<file path="src/rtl/preg_ready_table.sv">
// Per-physical-register ready table. Answers the issue stage's source-ready queries,
// clears bits on rename allocation, sets them on writeback, and rebroadcasts writebacks as wakeups.
module preg_ready_table #(
    parameter int FETCH_WIDTH = 2,
    parameter int WB_WIDTH    = 2,
    parameter int PREG_W      = 6
) (
    input  logic                          clk,
    input  logic                          reset,
    input  logic [FETCH_WIDTH-1:0]        alloc_valid,
    input  logic [FETCH_WIDTH*PREG_W-1:0] alloc_preg,
    input  logic [WB_WIDTH-1:0]           wb_valid,
    input  logic [WB_WIDTH*PREG_W-1:0]    wb_preg,
    input  logic                          branch_miss,
    input  logic [FETCH_WIDTH*PREG_W-1:0] psrc1,
    input  logic [FETCH_WIDTH*PREG_W-1:0] psrc2,
    output logic [FETCH_WIDTH-1:0]        v1,
    output logic [FETCH_WIDTH-1:0]        v2,
    output logic [WB_WIDTH-1:0]           wake_valid,
    output logic [WB_WIDTH*PREG_W-1:0]    wake_preg,
    output logic [PREG_W:0]               pending_cnt
);

    localparam int DEPTH = 1 << PREG_W;

    logic [DEPTH-1:0]             ready_q, ready_d;
    logic [PREG_W:0]              pending_q, pending_d;
    logic [WB_WIDTH-1:0]          wake_valid_q, wake_valid_d;
    logic [WB_WIDTH*PREG_W-1:0]   wake_preg_q, wake_preg_d;

    // Allocs are applied after writebacks so a same-cycle alloc/wb collision leaves the bit cleared.
    always_comb begin
        ready_d = ready_q;
        if (branch_miss) begin
            ready_d = '1;
        end else begin
            for (int k = 0; k < WB_WIDTH; k++) begin
                if (wb_valid[k]) begin
                    ready_d[wb_preg[k*PREG_W +: PREG_W]] = 1'b1;
                end
            end
            for (int i = 0; i < FETCH_WIDTH; i++) begin
                if (alloc_valid[i]) begin
                    ready_d[alloc_preg[i*PREG_W +: PREG_W]] = 1'b0;
                end
            end
        end
    end

    always_comb begin
        pending_d = '0;
        for (int p = 0; p < DEPTH; p++) begin
            pending_d = pending_d + {{PREG_W{1'b0}}, ~ready_d[p]};
        end
    end

    // A flushed writeback is not broadcast, and the preg field holds while the port is idle.
    always_comb begin
        wake_valid_d = '0;
        wake_preg_d  = wake_preg_q;
        for (int k = 0; k < WB_WIDTH; k++) begin
            if (wb_valid[k] && !branch_miss) begin
                wake_valid_d[k]                    = 1'b1;
                wake_preg_d[k*PREG_W +: PREG_W]    = wb_preg[k*PREG_W +: PREG_W];
            end
        end
    end

    always_ff @(posedge clk or posedge reset) begin
        if (reset) begin
            ready_q      <= '1;
            pending_q    <= '0;
            wake_valid_q <= '0;
            wake_preg_q  <= '0;
        end else begin
            ready_q      <= ready_d;
            pending_q    <= pending_d;
            wake_valid_q <= wake_valid_d;
            wake_preg_q  <= wake_preg_d;
        end
    end

    // Query ports see the pre-update table plus a same-cycle writeback bypass.
    for (genvar gi = 0; gi < FETCH_WIDTH; gi++) begin : g_query
        logic [PREG_W-1:0] addr1, addr2;
        logic              byp1, byp2;

        assign addr1 = psrc1[gi*PREG_W +: PREG_W];
        assign addr2 = psrc2[gi*PREG_W +: PREG_W];

        always_comb begin
            byp1 = 1'b0;
            byp2 = 1'b0;
            for (int k = 0; k < WB_WIDTH; k++) begin
                if (wb_valid[k] && (wb_preg[k*PREG_W +: PREG_W] == addr1)) byp1 = 1'b1;
                if (wb_valid[k] && (wb_preg[k*PREG_W +: PREG_W] == addr2)) byp2 = 1'b1;
            end
        end

        assign v1[gi] = ready_q[addr1] | byp1;
        assign v2[gi] = ready_q[addr2] | byp2;
    end

    assign wake_valid  = wake_valid_q;
    assign wake_preg   = wake_preg_q;
    assign pending_cnt = pending_q;

endmodule

</file>
<file path="config.mk">
export PLATFORM = sky130hd
export DESIGN_NAME = preg_ready_table
export DESIGN_NICKNAME = d
export VERILOG_FILES = /design/src/rtl/preg_ready_table.sv
export SDC_FILE = /design/constraint.sdc
export NUM_CORES = 1
export LEC_CHECK = 0
export ABC_AREA = 1
export CAP_MARGIN = 20
export CORE_MARGIN = 4
export CORE_UTILIZATION = 35
export CTS_CLUSTER_SIZE = 20
export DETAILED_ROUTE_END_ITERATION = 10
export PLACE_DENSITY = 0.63
export SYNTH_ARGS = -nofsm -noshare
export SYNTH_HDL_FRONTEND = slang
export SYNTH_SLANG_ARGS = --single-unit
</file>
<file path="constraint.sdc">
create_clock -name clk -period 7.4 [get_ports clk]
set_clock_uncertainty 0.2 [all_clocks]
set_input_delay 1.48 -clock clk [delete_from_list [all_inputs] [get_ports clk]]
set_output_delay 1.48 -clock clk [all_outputs]
set_load 0.02 [all_outputs]
</file>
# Word level (Yosys, flattened, before mapping)
# Cells that the tools add are included.
word_totals:
  word_cells: 211
  output_inout_bits: 25
  n_memories: 0
  reg_bits: 85
  latchBits: 0
  mem_bits_ro: 0
  input_bits: 55
  ramBits: 0
op_classes:
  mul: 0
  n_mux: 34
  reduce_logical: 15
  bitwise: 74
  addsub: 63
  magnitude_cmp: 12
  shifts: 0
  div: 0
  eq_ne: 8
ops:
  columns: ["operator", "count"]
  rows:
  - ["$mux W64", 8]
  - ["$add A7 B1 Y7", 57]
  - ["$and A64 B64 Y64", 2]
  - ["$not A64 Y64", 2]
  - ["$or A64 B64 Y64", 2]
  - ["$not A1 Y1", 64]
  - ["$lt A6 B7 Y1 const B", 8]
  - ["$eq A6 B6 Y1", 8]
  - ["$bmux W1 S6", 4]
  - ["$demux W1 S6", 4]
  - ["$ge A6 B1 Y1 const B", 4]
  - ["$mux W1", 18]
  - ["$logic_and A1 B1 Y1", 14]
  - ["$add A6 B1 Y7", 1]
  - ["$add A5 B1 Y6", 1]
  - ["$add A4 B1 Y5", 1]
  - ["$add A3 B1 Y4", 1]
  - ["$or A1 B1 Y1", 4]
  - ["$add A2 B1 Y3", 1]
  - ["$add A1 B1 Y2", 1]
  - ["$logic_not A1 Y1", 1]

# Depth between registers and ports, before layout
# Gate-level depths: netlist (run 1).
depth:
  ltp_word: 80
  ltp_mapped: 29
  ltp_nobuf: 28

# Worst setup path after synthesis (run 1)
# Ideal clock, no wire load.
synth_path:
  path_kind: "input port to flip-flop"
  from: "input wb_preg[9]"
  to: "register pending_q[6], in the netlist pending_cnt[6]"
  path_buffers: 1
  path_slack_ns: -0.327
  t_arrival_ns: 7.449
  stages: 25
  required_time_ns: 7.122
  setup_ns: 0.078
  path_cell_list: "buf_4 nor3_2 a21oi_1 o21ai_0 o221ai_1 nand2_1 inv_1 fa_1 inv_1 fa_1 inv_1 fa_1 fa_1 fa_1 fa_1 fa_1 inv_1 fa_1 inv_1 ha_1 inv_1 fa_1 o21ai_0 a21oi_1 o21bai_1"
synth_via:
  elab_cells_between_ends: 141
  classes_between: "add/sub (63); order compare (2); mux (8); bitwise (67); reduce/logical (1)"
synth_rtl:
  columns: ["item", "line", "text"]
  rows:
  - ["start: declaration", "13", "input logic [WB_WIDTH*PREG_W-1:0] wb_preg,"]
  - ["$lt A6 B7 Y1 (not written as such) / $ge A6 B1 Y1 (equally long branches)", "39", "ready_d[wb_preg[k*PREG_W +: PREG_W]] = 1'b1;"]
  - ["$logic_and A1 B1 Y1 (not written as such)", "39", null]
  - ["$mux W1 (not written as such)", "39", null]
  - ["$demux W1 S6 (*)", "39", null]
  - ["$or A64 B64 Y64 (no line) (*)", null, null]
  - ["$mux W64 (*)", "38", "if (wb_valid[k]) begin"]
  - ["$mux W64 (*)", "34", "if (branch_miss) begin"]
  - ["$and A64 B64 Y64 (no line)", null, null]
  - ["$mux W64 (*)", "43", "if (alloc_valid[i]) begin"]
  - ["$mux W64 (*)", "34", null]
  - ["$and A64 B64 Y64 (no line)", null, null]
  - ["$mux W64 (*)", "43", null]
  - ["$mux W64 (*)", "34", null]
  - ["via ready_d[23]", "26", "logic [DEPTH-1:0] ready_q, ready_d;"]
  - ["$not A1 Y1 (*)", "53", "pending_d = pending_d + {{PREG_W{1'b0}}, ~ready_d[p]};"]
  - ["$add A7 B1 Y7 (*) (41 in a row)", "53", null]
  - ["via pending_d[6]", "27", "logic [PREG_W:0] pending_q, pending_d;"]
  - ["end signal: assignment", "77", "pending_q <= pending_d;"]
  - ["end: declaration", "27", null]
# The timed path passes the listed nets; every way through them passes the cells marked *. The select of a mux whose other input is x is not followed.
# A chain may end at the register's enable or synchronous reset.

# Worst setup path after layout (run 1)
layout_path:
  from: "input wb_preg[3]"
  to: "register pending_q[6], in the netlist pending_cnt[6]"
layout_via:
  elab_cells_between_ends: 144
  classes_between: "add/sub (63); order compare (2); mux (10); bitwise (68); reduce/logical (1)"
layout_rtl:
  columns: ["item", "line"]
  rows:
  - ["$lt A6 B7 Y1 (not written as such) / $ge A6 B1 Y1 (equally long branches)", "39"]
  - ["$logic_and A1 B1 Y1 (not written as such)", "39"]
  - ["$mux W1 (not written as such)", "39"]
  - ["$demux W1 S6 (*)", "39"]
  - ["$or A64 B64 Y64 (no line) (*)", null]
  - ["$mux W64 (*)", "38"]
  - ["$mux W64 (*)", "34"]
  - ["$or A64 B64 Y64 (no line)", null]
  - ["[4 not listed]", null]
  - ["$mux W64 (*)", "34"]
  - ["$and A64 B64 Y64 (no line)", null]
  - ["$mux W64 (*)", "43"]
  - ["$mux W64 (*)", "34"]
  - ["via ready_d[7]", "26"]
  - ["$not A1 Y1 (*)", "53"]
  - ["$add A7 B1 Y7 (*) (57 in a row)", "53"]
  - ["via pending_d[6]", "27"]
# Marks and branches as above.

==> run_results.csv, run 1 <==
group,metric,value,unit
setup_path,cp_max_fo,6,
clock_tree,holdBufCountCts,0,
clock_tree,htreeDepth,3,
synthesis,yosys.area.top_type,"dfstp_2",
power,p_comb_share,39.2,%
synthesis,ys_ff_latch,85,
sta,slew_headroom,35.8,%
synthesis,async_flop_share,100,%
setup_path,crit_slowest_cell,"fa_2",
cells_and_area,layout-drive-gt1-share,43.9,%
floorplanning,design.core.area,0.0272,sq mm
power,leakagePower,0.00789,uW
clock_tree,cts.reportedPaths.clkPinSlew,0.08,ns
place,place.gp.congestion,1.05,
setup_path,crit_path_end_kind,"flop",
setup_path,crit_family,"adder cells",
cells_and_area,areaGrowthSynthToFinish,65.3,%
setup_path,reg2reg_to,"pending_cnt[6]",
hold_path,hold_path.class,"reg -> reg",
global_routing,grt_use_total,33.0,%
sta,max_freq,0.128,GHz
power,p_per_area,108,mW/mm^2
floorplanning,die-area,0.0307,sq mm
hold_path,hold_path_end,"wake_preg[1]",
setup_path,startpoint_type,"primary input",
synthesis,synthFlopType,"dfstp_2",
detailed_routing,drc,0,
power,total_power,1750,uW
synthesis,synth_cell_types,44,
floorplanning,ios,80,
sta,finalWorstSetupSlack,-0.383,ns
synthesis,synthCells,1468,
setup_path,ff2ff_setup_slack,0.82,ns
synthesis,mappedNetlistArea,0.00977,sq mm
detailed_routing,drt-initial-drc-count,2111,
place,hpwl,37.3,mm
run_status,violations,"negative setup slack",
cells_and_area,final_cells,2361,
setup_path,arrival,7.87,ns
cells_and_area,layout.nets,2108,
sta,tightest_slew,0.963,ns
clock_tree,cts_root_buf,"clkbuf_16",
clock_tree,clock_sinks,85,
run,max_cap_viol_count,0,
synthesis,synth_top_area_share,17.2,%
global_routing,grt_max_degree,74,
power,switching_share,35.4,%
setup_path,crit_type,"in -> reg",
detailed_routing,ant_nets,0,
sta,report.final.slew_viol_count,0,
synthesis,yosysMostFrequentCell,"nand2_1",
cells_and_area,multiInputGateArea,0.00753,sq mm
place,io_buffer_count,79,
synthesis,syn_area_per_cell,6.66,sq um
clock_tree,insertion_delay,0.35,ns
setup_path,max_stage_delay,0.57,ns
floorplanning,initial_utilization,36.0,%
setup_path,r2r_start,"ready_q[47]",
power,peakVddDrop,0.111,mV
hold_path,hp-start,"wake_preg[1]",
hold_path,holdPathStages,2,
power,p_switching,620,uW
detailed_routing,wl_per_cell,22.1,um
cells_and_area,antenna_cells,0,
setup_path,cp_common_cell,"fa_2",
cells_and_area,utilization,59.4,%
synthesis,synth_area_leaders,"dfstp_2 17%, nand2_1 16%, nand3_1 13%, fa_1 11%, inv_1 5.8%",
detailed_routing,viasPerCell,5.65,
sta,period_share,105,%
power,seq_power_share,29.0,%
detailed_routing,drt_wl_total,52.1,mm
run_status,status,"finished, violations left",
floorplanning,row_count,60,
global_routing,antenna_found_initial,1,
sta,post-route-min-period,7.78,ns
power,p_clk_share,31.7,%
global_routing,grt_pass1_vias,12900,
cells_and_area,fillers,2323,
global_routing,grt_overflow,0,
detailed_routing,dr_total_vias,13300,
power,p_int,1130,uW
clock_tree,cts_buffers,9,
sta,finalSetupViolations,7,
sta,hold_viol,0,
floorplanning,die_h,175,um
synthesis,synth_commonest_cells,"419 x nand2_1, 252 x nand3_1, 151 x inv_1",
setup_path,cp_data_required_time,7.49,ns
cells_and_area,seq_area,0.00221,sq mm
sta,grt_setup_unrepaired,"yes",
setup_path,reg2reg_depth,23,
place,placedCellCount,2148,
synthesis,synth_fp_nets,1592,
setup_path,crit_cells,25,
clock_tree,cts_buffer_depth,2,
synthesis,synth_edf_count,0,
global_routing,grt_pass1_wl,78.2,mm
detailed_routing,drt-pass1-iter-count,8,
synthesis,yosysWarnings,0,
clock_tree,cts_tree,"done",
synthesis,yosysSeqAreaShare,22.6,%
floorplanning,die_w,175,um
setup_path,crit_buf_inv,8,
area by class of cell:
class / count / area share [%]
clock buffers: 14 / 1.84
repair buffers: 576 / 29.6
inverters: 194 / 4.98
multi-input cells: 1118 / 46.6
flip-flops and latches: 85 / 13.7
well taps: 372 / 2.88
clock inverters: 2 / 0.372
cells in the final DEF, fill, tap and decap left out, types with 8 or more instances in the layout:
cell | synthesis | final
a21oi_1 | 78 | 54
a21oi_2 | 7 | 25
a22oi_1 | 17 | 9
a22oi_2 | 0 | 8
buf_12 | 0 | 10
buf_2 | 42 | 9
buf_4 | 9 | 444
buf_6 | 2 | 54
clkbuf_16 | 0 | 11
clkdlybuf4s50_1 | 0 | 50
dfrtp_1 | 21 | 21
dfstp_2 | 64 | 64
fa_1 | 54 | 40
fa_2 | 0 | 14
ha_1 | 15 | 12
inv_1 | 151 | 117
inv_2 | 37 | 51
inv_4 | 1 | 15
nand2_1 | 419 | 392
nand2_2 | 4 | 20
nand2_4 | 0 | 9
nand3_1 | 252 | 238
nand3_2 | 1 | 8
nor2_1 | 50 | 42
nor2_4 | 1 | 10
nor3_2 | 18 | 14
nor3_4 | 5 | 19
o21ai_0 | 66 | 34
o21ai_1 | 6 | 13
o21ai_2 | 0 | 19
o221ai_1 | 27 | 16
o22ai_1 | 26 | 25
xnor2_1 | 13 | 12
per-stage QoR:
stage                     area [sq um]  hold slack [ns]  TNS (ns)  setup slack [ns]
after detailed placement         13100            0.278     -7.38             -1.27
after floorplan                   9940            0.373    -0.181           -0.0873
after CTS                        15700            0.295     -1.18            -0.264
final                            16200            0.294     -1.88            -0.383
after global routing             16200            0.313     -2.61            -0.480
after global placement           13100            0.269     -7.57             -1.26
power groups by stage:
stage               Clock [uW]  Sequential [uW]  Combinational [uW]
finish                     556              508                 687
global route               572              509                 737
CTS                        552              506                 627
detailed placement           0              513                 559
global placement             0              513                 556
floorplan                    0              525                 293
per-layer routing:
metal  wire, um  up-vias  track usage (%)
met5          0        -                0
met4       3620        0             17.5
met3       5730      285             8.72
met2      22800      923             51.7
met1      20000     6208             41.9
li1           -     5930                -
worst min-delay path, delay by kind of cell, from the launching register on:
family	cells	cell delay, ns
DFF	1	0.34
AOI/OAI and AO/OA	1	0.07
and+or+nand+nor	1	0.05
sequential cells by signal, summed over array words and instances (netlist names):
| register | cells |
|---|---|
| pending_cnt | 7 |
| ready_q | 64 |
| wake_preg | 12 |
| wake_valid | 2 |
worst max-delay path by stage:
stage                startpoint              to  slack [ns]
floorplan           wb_preg[10]  pending_cnt[6]       -0.09
global placement     wb_preg[5]  pending_cnt[6]       -1.26
detailed placement   wb_preg[4]  pending_cnt[6]       -1.27
CTS                  wb_preg[8]  pending_cnt[6]       -0.26
global route         wb_preg[9]  pending_cnt[6]       -0.48
finish               wb_preg[3]  pending_cnt[6]       -0.38
cell families (layout without fill, tap and decap cells):
kind of cell / after synthesis / count (layout) / share of synthesized area (%)
AND/OR/NAND/NOR: 776 / 776 / 35.7
buffers and inverters: 265 / 786 / 11.2
XOR/XNOR: 16 / 16 / 1.43
adder cells (fa/ha/maj): 69 / 69 / 13.0
flip-flops: 85 / 85 / 22.6
AO/OA/AOI/OAI: 257 / 257 / 16.0
what timing repair did:
item,in CTS,in global routing
gates resized for setup,369,105
endpoints found under the setup margin,7,9
pin swaps,105,72
buffers inserted,179,36
Power figures use the tool's default switching activity.
==> run 2, diff against run 1 <==
- ABC_CLOCK_PERIOD_IN_PS: not set -> 7400
==> results of run 2 <==
Final layout, timing and power as in run 1 (identical DEF).
